<file path="config.mk">
export PLATFORM = sky130hd
export DESIGN_NAME = alu_ex_stage
export DESIGN_NICKNAME = d
export VERILOG_FILES = /design/src/rtl/alu_ex_stage_pkg.sv /design/src/rtl/alu_ex_stage_shifter.sv /design/src/rtl/alu_ex_stage.sv
export SDC_FILE = /design/constraint.sdc
export NUM_CORES = 1
export LEC_CHECK = 0
export ABC_AREA = 1
export CAP_MARGIN = 20
export CORE_ASPECT_RATIO = 0.75
export CORE_MARGIN = 5
export CORE_UTILIZATION = 33
export DETAILED_ROUTE_END_ITERATION = 10
export PLACE_DENSITY = 0.49
export SYNTH_ARGS = -nofsm -noshare
export SYNTH_HDL_FRONTEND = slang
export SYNTH_SLANG_ARGS = --single-unit
</file>
<file path="constraint.sdc">
create_clock -name clk -period 1.6 [get_ports clk]
set_input_delay 0.32 -clock clk [delete_from_list [all_inputs] [get_ports clk]]
set_output_delay 0.32 -clock clk [all_outputs]
set_load 0.005 [all_outputs]
</file>
<file path="src/rtl/alu_ex_stage_pkg.sv">
// Shared CPU definitions for the execute stage: op codes, skid FSM encoding
// and the payload carried through the output registers.
package alu_ex_stage_pkg;

    localparam int unsigned OpWidth = 4;
    localparam int unsigned DataW   = 32;
    localparam int unsigned RegW    = 5;

    typedef enum logic [OpWidth-1:0] {
        OpAdd  = 4'd0,
        OpSub  = 4'd1,
        OpSlt  = 4'd2,
        OpSltu = 4'd3,
        OpAnd  = 4'd4,
        OpOr   = 4'd5,
        OpXor  = 4'd6,
        OpSll  = 4'd7,
        OpSrl  = 4'd8,
        OpSra  = 4'd9,
        OpPass = 4'd10
    } alu_op_e;

    typedef enum logic [1:0] {
        StEmpty = 2'd0,
        StOne   = 2'd1,
        StTwo   = 2'd2
    } skid_state_e;

    typedef struct packed {
        logic [DataW-1:0] result;
        logic [RegW-1:0]  rd;
    } ex_payload_t;

endpackage

</file>
<file path="src/rtl/alu_ex_stage_shifter.sv">
// Barrel shifter: one left shift and one right shift with a selectable fill bit
// (zero for logical, sign for arithmetic).
module alu_ex_stage_shifter (
    input  logic [31:0] data_i,
    input  logic [4:0]  amount_i,
    input  logic        extn_i,
    output logic [31:0] left_o,
    output logic [31:0] right_o
);

    logic [63:0] ext_data;

    assign ext_data = {{32{extn_i}}, data_i};
    assign left_o   = data_i << amount_i;
    // Fill bits come from the upper half shifting down into the low word.
    assign right_o  = 32'(ext_data >> amount_i);

endmodule

</file>
<file path="src/rtl/alu_ex_stage.sv">
// Single-cycle ALU execute stage with a two-entry (main + skid) output buffer;
// in_ready is registered so downstream backpressure never reaches upstream combinationally.
module alu_ex_stage
    import alu_ex_stage_pkg::*;
#(
    parameter int unsigned OP_W = OpWidth
) (
    input  logic            clk,
    input  logic            rstn,
    input  logic            in_valid,
    output logic            in_ready,
    input  logic [OP_W-1:0] in_op,
    input  logic [31:0]     in_src0,
    input  logic [31:0]     in_src1,
    input  logic [4:0]      in_rd,
    input  logic            flush,
    output logic            out_valid,
    input  logic            out_ready,
    output logic [31:0]     out_result,
    output logic [4:0]      out_rd
);

    skid_state_e state_q, state_d;
    ex_payload_t main_q, main_d;
    ex_payload_t skid_q, skid_d;
    logic        in_ready_q, in_ready_d;

    logic [31:0] shl_res;
    logic [31:0] shr_res;
    logic        shr_extn;
    logic [31:0] alu_res;
    ex_payload_t incoming;
    logic        accept;
    logic        transfer;

    assign shr_extn = (in_op == OpSra) ? in_src0[31] : 1'b0;

    alu_ex_stage_shifter u_shifter (
        .data_i   (in_src0),
        .amount_i (in_src1[4:0]),
        .extn_i   (shr_extn),
        .left_o   (shl_res),
        .right_o  (shr_res)
    );

    always_comb begin
        alu_res = '0;
        case (in_op)
            OpAdd:   alu_res = in_src0 + in_src1;
            OpSub:   alu_res = in_src0 - in_src1;
            OpSlt:   alu_res = {31'b0, $signed(in_src0) < $signed(in_src1)};
            OpSltu:  alu_res = {31'b0, in_src0 < in_src1};
            OpAnd:   alu_res = in_src0 & in_src1;
            OpOr:    alu_res = in_src0 | in_src1;
            OpXor:   alu_res = in_src0 ^ in_src1;
            OpSll:   alu_res = shl_res;
            OpSrl:   alu_res = shr_res;
            OpSra:   alu_res = shr_res;
            OpPass:  alu_res = in_src1;
            default: alu_res = '0;
        endcase
    end

    assign incoming  = '{result: alu_res, rd: in_rd};
    assign in_ready  = in_ready_q;
    assign out_valid = (state_q != StEmpty);
    assign accept    = in_valid & in_ready_q;
    assign transfer  = out_valid & out_ready;

    always_comb begin
        state_d = state_q;
        main_d  = main_q;
        skid_d  = skid_q;

        unique case (state_q)
            StEmpty: begin
                if (accept) begin
                    main_d  = incoming;
                    state_d = StOne;
                end
            end
            StOne: begin
                if (accept && transfer) begin
                    main_d = incoming;
                end else if (accept) begin
                    skid_d  = incoming;
                    state_d = StTwo;
                end else if (transfer) begin
                    state_d = StEmpty;
                end
            end
            StTwo: begin
                if (transfer) begin
                    main_d  = skid_q;
                    state_d = StOne;
                end
            end
            default: state_d = StEmpty;
        endcase

        // Flush discards everything; a same-cycle transfer has already been taken downstream.
        if (flush) begin
            state_d = StEmpty;
        end

        in_ready_d = (state_d != StTwo);
    end

    always_ff @(posedge clk or negedge rstn) begin
        if (!rstn) begin
            state_q    <= StEmpty;
            main_q     <= '0;
            skid_q     <= '0;
            in_ready_q <= 1'b1;
        end else begin
            state_q    <= state_d;
            main_q     <= main_d;
            skid_q     <= skid_d;
            in_ready_q <= in_ready_d;
        end
    end

    assign out_result = main_q.result;
    assign out_rd     = main_q.rd;

endmodule

</file>
==> results of run 1 <==
## report_power, final
part / leakage, uW / internal, uW / switching, uW
combinational: 0.0115 / 4140 / 5110
sequential: 0.000988 / 2460 / 231
clock: 0.000131 / 1140 / 866
## cell type report
type | count | area, sq um | share of cell area, %
Multi-Input combinational cell | 1892 | 14200 | 55.3
Sequential cell | 77 | 1930 | 7.53
Clock buffer | 12 | 256 | 1.00
Inverter | 292 | 1290 | 5.06
Tap cell | 520 | 651 | 2.54
Clock inverter | 4 | 31.3 | 0.122
Timing Repair Buffer | 777 | 7260 | 28.4
Timing Repair inverter | 1 | 11.3 | 0.0440
## cells in the mapped netlist, drive strengths merged
| cell | instances | area (sq um) |
|---|---|---|
| a211oi | 5 | 37.5 |
| a21bo | 1 | 10.0 |
| a21o | 1 | 7.51 |
| a21oi | 127 | 643 |
| a31oi | 1 | 6.26 |
| and2 | 15 | 93.8 |
| and3 | 1 | 6.26 |
| buf | 83 | 485 |
| clkbuf | 31 | 116 |
| clkinv | 1 | 3.75 |
| dfrtp | 76 | 1900 |
| dfstp | 1 | 26.3 |
| fa | 2 | 40.0 |
| ha | 98 | 1230 |
| inv | 291 | 1100 |
| mux2i | 2 | 20.0 |
| nand2 | 774 | 2950 |
| nand3 | 422 | 2130 |
| nand3b | 3 | 22.5 |
| nand4 | 26 | 163 |
| nor2 | 186 | 711 |
| nor3 | 22 | 125 |
| nor3b | 1 | 12.5 |
| nor4 | 1 | 6.26 |
| o2111ai | 2 | 17.5 |
| o211ai | 5 | 37.5 |
| o21a | 5 | 37.5 |
| o21ai | 128 | 644 |
| o21bai | 16 | 120 |
| o221ai | 3 | 26.3 |
| o22ai | 42 | 263 |
| or2 | 3 | 18.8 |
## sequential cells by signal (all words and copies together), names as in the netlist
signal      flops
in_ready        1
out_rd          5
out_result     32
skid_q         37
state_q         2
## how the worst min path moves through the flow
stage | start | to | slack (ps) | depth (start not counted)
2_1_floorplan | rstn | out_rd[0] | 20 | 0
4_1_cts | rstn | state_q[1] | 320 | 2
5_1_grt | rstn | out_result[6] | 330 | 2
3_3_place_gp | rstn | state_q[1] | 160 | 1
6_report | rstn | out_result[6] | 330 | 2
3_5_place_dp | rstn | state_q[1] | 160 | 1
## layer usage
layer  GRT usage [%]  vias up  share of wire (%)
met5               0        -                  0
met4            11.4        0                4.5
met3            6.86      175                8.9
met2            50.5      911                 42
met1            50.0     9372                 45
li1                -     9137                  -
## logic make-up (layout without fill, tap and decap cells)
group	after synthesis	after routing	share of synthesized area [%]
AOI/OAI and AO/OA	336	336	14.2
adders and majority gates	100	100	9.73
muxes	2	2	0.154
DFF	77	77	14.8
and+or+nand+nor	1454	1454	48.0
buffers and inverters	406	1086	13.1
## repair_timing
| item | CTS | global route |
|---|---|---|
| buffers inserted | 100 | 42 |
| endpoints found under the setup margin | 68 | 70 |
| gates resized for setup | 1383 | 403 |
| hold buffers | 1 | 0 |
| endpoints found under the hold margin | 7 | 0 |
| gates cloned | 10 | 4 |
| pin swaps | 329 | 272 |
## through the flow
stage | setup WS (ps) | std cells | utilization (%)
2_1_floorplan | -515 | 2375 | -
3_3_place_gp | -1610 | 3408 | 47.1
3_5_place_dp | -1590 | 3408 | 47.1
4_1_cts | -347 | 3531 | 60.3
5_1_grt | -493 | 3575 | 65.2
6_report | -403 | 3575 | 65.2
==> impl_metrics.yaml, run 1 <==
timing:
  skew_ps: 8.79
  drv_slew: 0
  post-route-period-util_pct: 125
  finalSetupViolCount: 64
  hold_viol_final: 0
  relSlewSlack_pct: 68.2
  worstMarginPinSlew_ps: 473
  rsz0062_at_grt: "yes"
  fin_crit_ps: 2000
  setup-tns-final_ps: -16880
  whs_ps: 333
  timing.fmax_ghz: 0.499
  finalWorstSetupSlack_ps: -403
worst_setup_path:
  critPathKind: "primary input to register"
  critPathTopFamily: "simple AND/OR/NAND/NOR gates"
  rr_startpoint: "state_q[0]"
  crit_chain: "buf_8 -> buf_6 -> ha_4 -> inv_4 -> fa_2 -> inv_2 -> nand3_2 -> nand3_4 -> nand2_2 -> nand2_2 -> nand2_4 -> nand2_8 -> a21oi_2 -> a21oi_2 -> nand3_2 -> o21ai_2 -> nand2_1"
  cp.arrival_ps: 2250
  crit_path_start: "in_src0[0]"
  cp.depth: 17
  reg2reg_depth: 7
  crit_end: "out_result[14]"
  timing.rr.end: "out_result[22]"
  required_ps: 1840
  start_kind: "primary input"
  critPathMaxStageDelay_ps: 340
  cp-end-kind: "register"
  ff2ff_setup_slack_ps: 40
  worst-path-buf-inv: 4
  crit_path_max_fanout: 5
  crit_slowest_cell: "fa_2"
run:
  maxCapViolCount: 0
finish:
  final_nets: 3228
  fill_cells: 3502
  final_cell_mix: "buf_4 (516), nand2_1 (460), nand3_1 (229)"
  final_cell_area_sq_um: 25600
  syn_to_final_growth_pct: 96.7
  diodes: 0
  drive_above_1_share_pct: 56.4
  final_common_cell: "buf_4"
place:
  port_buffers: 116
  gp_congestion: 1.02
  hpwl_microns: 58900
  dpl_cell_area_sq_um: 18500
synth:
  yosysWarnings: 0
  syn_inst: 2375
  synth_seq_cells: 77
  synth_seq_area_share_pct: 14.8
  yosysUniqueCellTypes: 47
  avgSynthCellArea_sq_um: 5.48
  syn_nets: 2553
  synth_area_sq_um: 13000
floorplan:
  core_region_area_sq_um: 39300
  die_h_microns: 182
  dieArea_sq_um: 43500
  ios: 117
  rows: 63
  start_util_pct: 33.1
  fp.dieW_microns: 239
clock_network:
  root_buffer: "clkbuf_16"
  clk_latency_ps: 350
  clockBufferDepth: 2
  cts_max_level: 3
  clkSinkCount: 77
  cts.clk_slew.worst_paths_ps: 60
  numCtsBuffers: 9
  cts_tree: "built"
min_path:
  hp-class: "primary input to async pin"
route:
  ant_nets: 0
  vias: 19600
  wirelength_microns: 79000
  dr.first_iter.drc_count: 2075
  post_drt_wl_per_cell_microns: 22.1
  drt_pass1_iterations: 6
  drc_errors: 0
  post_drt_via_cell_ratio: 5.48
global_route:
  grt_max_degree: 54
  grt_pass1_vias: 18700
  antenna_found_initial: 0
  track_usage_pct: 34.3
  grt-ovfl-total: 0
  grt_pass1_wl_microns: 115000
power:
  finalPower_uw: 13900
  power.density_nw_per_um2: 545
  vdd_drop_max_mv: 0.471
  p_leak_uw: 0.0126
run_status:
  status: "complete, but fails checks"
  violations: "setup timing"
(Power assumes the default switching activity.)
==> inputs of run 2 (changes only) <==
CORE_UTILIZATION = 51   (was 33)
PLACE_DENSITY = 0.72   (was 0.49)
==> run 2 against run 1 <==
  * The flow now stops in global routing (5_1_grt)
  * Area after synthesis unchanged
  * Synthesized cell count did not move
==> impl_metrics.yaml, run 2 <==
synth:
  synthArstFlopShare_pct: 100
  synth_common_cells: "nand2_1 (757), nand3_1 (418), inv_1 (275)"
  yosys.area.top_type: "nand2_1"
  synth_seq_area_share_pct: 14.8
  synth_flop_cell: "dfrtp_1"
  synth_area_leaders: "nand2_1 (22%), nand3_1 (16%), dfrtp_1 (15%), ha_1 (9.4%), inv_1 (7.9%)"
  syn_nets: 2553
  synth_seq_cells: 77
  yosysUniqueCellTypes: 47
  yosysMostFrequentCell: "nand2_1"
  synth_top_area_share_pct: 21.8
  synth_edf_count: 0
  yosysWarnings: 0
  syn_inst: 2375
  avgSynthCellArea_sq_um: 5.48
  synth_area_sq_um: 13000
clock_network:
  clkSinkCount: 77
  cts_max_level: 3
  root_buffer: "clkbuf_16"
  clockBufferDepth: 2
  numCtsBuffers: 9
global_route:
  track_usage_pct: 88.2
  grt-ovfl-total: 346
  grt_max_degree: 55
run_status:
  status: "did not finish"
  stop_stage: "global routing (5_1_grt)"
  firstError: "[ERROR GRT-0232] Routing congestion too high. Check the congestion heatmap in the GUI."
place:
  port_buffers: 116
  dp_slack_ps: -1370
  hpwl_microns: 51100
  gp_congestion: 1.12
  dp_cells: 3150
timing:
  crit_endpoint: "skid_q[5]$_DFFE_PN0P_/D"
  worst-ep-kind: "sequential cell input"
floorplan:
  rows: 50
  start_util_pct: 52.0
  ios: 117
  fp.dieW_microns: 194
  die_h_microns: 148
==> run 2: repair_timing <==
action | CTS
endpoints found under the setup margin | 68
hold buffers | 1
gates resized for setup | 1050
cloned | 11
hold endpoints to repair | 30
buffers inserted | 68
pin swaps | 250
==> run 2: cells by family after synthesis <==
kind of cell | after synthesis | share of synthesized area, %
AND/OR/NAND/NOR | 1454 | 48.0
buffers and inverters | 406 | 13.1
AO/OA/AOI/OAI | 336 | 14.2
adder cells (fa/ha/maj) | 100 | 9.73
flip-flops | 77 | 14.8
multiplexers | 2 | 0.154
==> run 2: through the flow <==
step           setup TNS (ps)  cell area (sq um)
2_1_floorplan          -24790              13200
3_3_place_gp           -77050              17600
4_1_cts                -14980              21500
3_5_place_dp           -81180              17600
==> run 2: metal layers <==
layer | GRT overflow | GRT usage (%)
met1 | 25 | 85.9
met2 | 169 | 98.5
met3 | 15 | 81.8
met4 | 135 | 88.9
met5 | 2 | 60.3
==> inputs of run 3 (changes only) <==
CORE_ASPECT_RATIO = default   (was 0.75)
CORE_UTILIZATION = 36   (was 51)
PLACE_DENSITY = default   (was 0.72)
PLACE_DENSITY_LB_ADDON = 0.15   (was default)
clock period = 2.08 ns   (was 1.6 ns; I/O delays follow)
==> run 3 against run 2 <==
  * The flow now finishes, with violations (setup timing)
==> impl_metrics.yaml, run 3 (synthesized netlist as in run 1, its figures left out) <==
run_status:
  status: "complete, but fails checks"
  violations: "setup timing"
finish:
  multiInputGateArea_sq_um: 12700
  final_util_pct: 63.1
  largest_reg_flops: 37
  drive_above_1_share_pct: 46.3
  final_nets: 3113
  seq_area_sq_um: 1930
  diodes: 0
  final_cell_mix: "nand2_1 (554), buf_4 (454), nand3_1 (302)"
  fill_cells: 3414
  regMostFlops: "skid_q"
  syn_to_final_growth_pct: 72.9
  final_common_cell: "nand2_1"
floorplan:
  start_util_pct: 36.5
  dieArea_sq_um: 40000
  die_h_microns: 200
  rows: 69
  ios: 117
  core_region_area_sq_um: 35700
  fp.dieW_microns: 200
timing:
  fin_crit_ps: 2180
  relSlewSlack_pct: 60.6
  worstMarginPinSlew_ps: 591
  hold_viol_final: 0
  post-route-period-util_pct: 105
  finalWorstSetupSlack_ps: -97.8
  finalSetupViolCount: 7
  setup-tns-final_ps: -316
  timing.fmax_ghz: 0.459
  rsz0062_at_grt: "yes"
  skew_ps: 5.73
  drv_slew: 0
power:
  vdd_drop_max_mv: 0.508
  p_leak_uw: 0.0113
  power.density_nw_per_um2: 440
clock_network:
  cts.clk_slew.worst_paths_ps: 60
  cts_max_level: 3
  hold_buffers: 0
  clkSinkCount: 77
  clk_latency_ps: 330
  root_buffer: "clkbuf_16"
  numCtsBuffers: 9
  clockBufferDepth: 2
  cts_tree: "built"
worst_setup_path:
  required_ps: 2300
  crit_path_start: "in_src0[0]"
  rr_startpoint: "state_q[0]"
  critPathKind: "primary input to register"
  start_kind: "primary input"
  cp.arrival_ps: 2400
  crit_path_max_fanout: 4
  cp-end-kind: "register"
global_route:
  grt_pass1_wl_microns: 107000
  grt-ovfl-total: 0
  track_usage_pct: 33.9
  grt_use_met1_pct: 45.2
  antenna_found_initial: 0
  top_usage_layer: "met2"
  grt_max_degree: 63
  grt_use_met2_pct: 56.8
  use_met3_pct: 3.61
  grt_pass1_vias: 18000
place:
  hpwl_microns: 55800
  gp_congestion: 1.03
  port_buffers: 116
route:
  ant_nets: 0
  wirelength_microns: 73600
  post_drt_via_cell_ratio: 5.52
  post_drt_wl_per_cell_microns: 21.6
  vias: 18800
  dr.first_iter.drc_count: 1994
  drc_errors: 0
  drt_pass1_iterations: 6
min_path:
  hp-class: "primary input to async pin"
run:
  maxCapViolCount: 0
## run 3: layout make-up
cell class / instances / share of cell area (%)
Clock buffer: 10 / 1.06
Clock inverter: 6 / 0.273
Inverter: 292 / 5.29
Multi-Input combinational cell: 1892 / 56.4
Sequential cell: 77 / 8.57
Tap cell: 461 / 2.56
Timing Repair Buffer: 663 / 25.9
## run 3: final timing paths
kind / depth (start not counted) / slack, ps / to
max: 17 / -100 / out_result[14]
min: 1 / 30 / state_q[1]
max reg2reg: 8 / 370 / skid_q[20]
min reg2reg: 2 / 470 / out_result[21]
max in group asynchronous: 2 / 1510 / skid_q[16]
min in group clk: 2 / 470 / out_result[21]
## run 3: per-layer routing
layer  routed length, microns  vias up
li1                         -     8881
met1                    30200     8833
met2                    33600      887
met3                     5700      184
met4                     4140        0
met5                        0        -
## run 3: critical path: stages
cell,delay [ps]
buf_8,90
buf_6,110
ha_4,130
inv_2,40
fa_2,400
inv_2,90
nand3_2,80
nand3_4,110
nand2_2,90
nand2_4,90
nand2_4,70
nand2_8,110
a21oi_2,70
a21oi_2,160
nand3_2,130
o21ai_2,150
nand2_1,70
## run 3: stage by stage
step	std cells	instance area, sq um	setup WS [ps]	total power, uW	hold slack [ps]
CTS	3361	20800	-61.5	9210	30.2
global placement	3288	17900	-1100	6820	383
floorplan	2375	13200	-131	4400	120
global route	3401	22500	-161	10500	42.2
detailed placement	3288	17900	-1080	6850	384
finish	3401	22500	-97.8	9890	25.4
## run 3: repair_timing
action	CTS	global route
endpoints found under the setup margin	64	64
resized for setup	726	485
gates cloned	6	3
pin swaps	183	211
buffers inserted	51	37
## run 3: report_power, final
group | switching (uW) | internal, uW
Clock | 618 | 959
Sequential | 181 | 1890
Combinational | 3520 | 2720
Total | 4320 | 5570
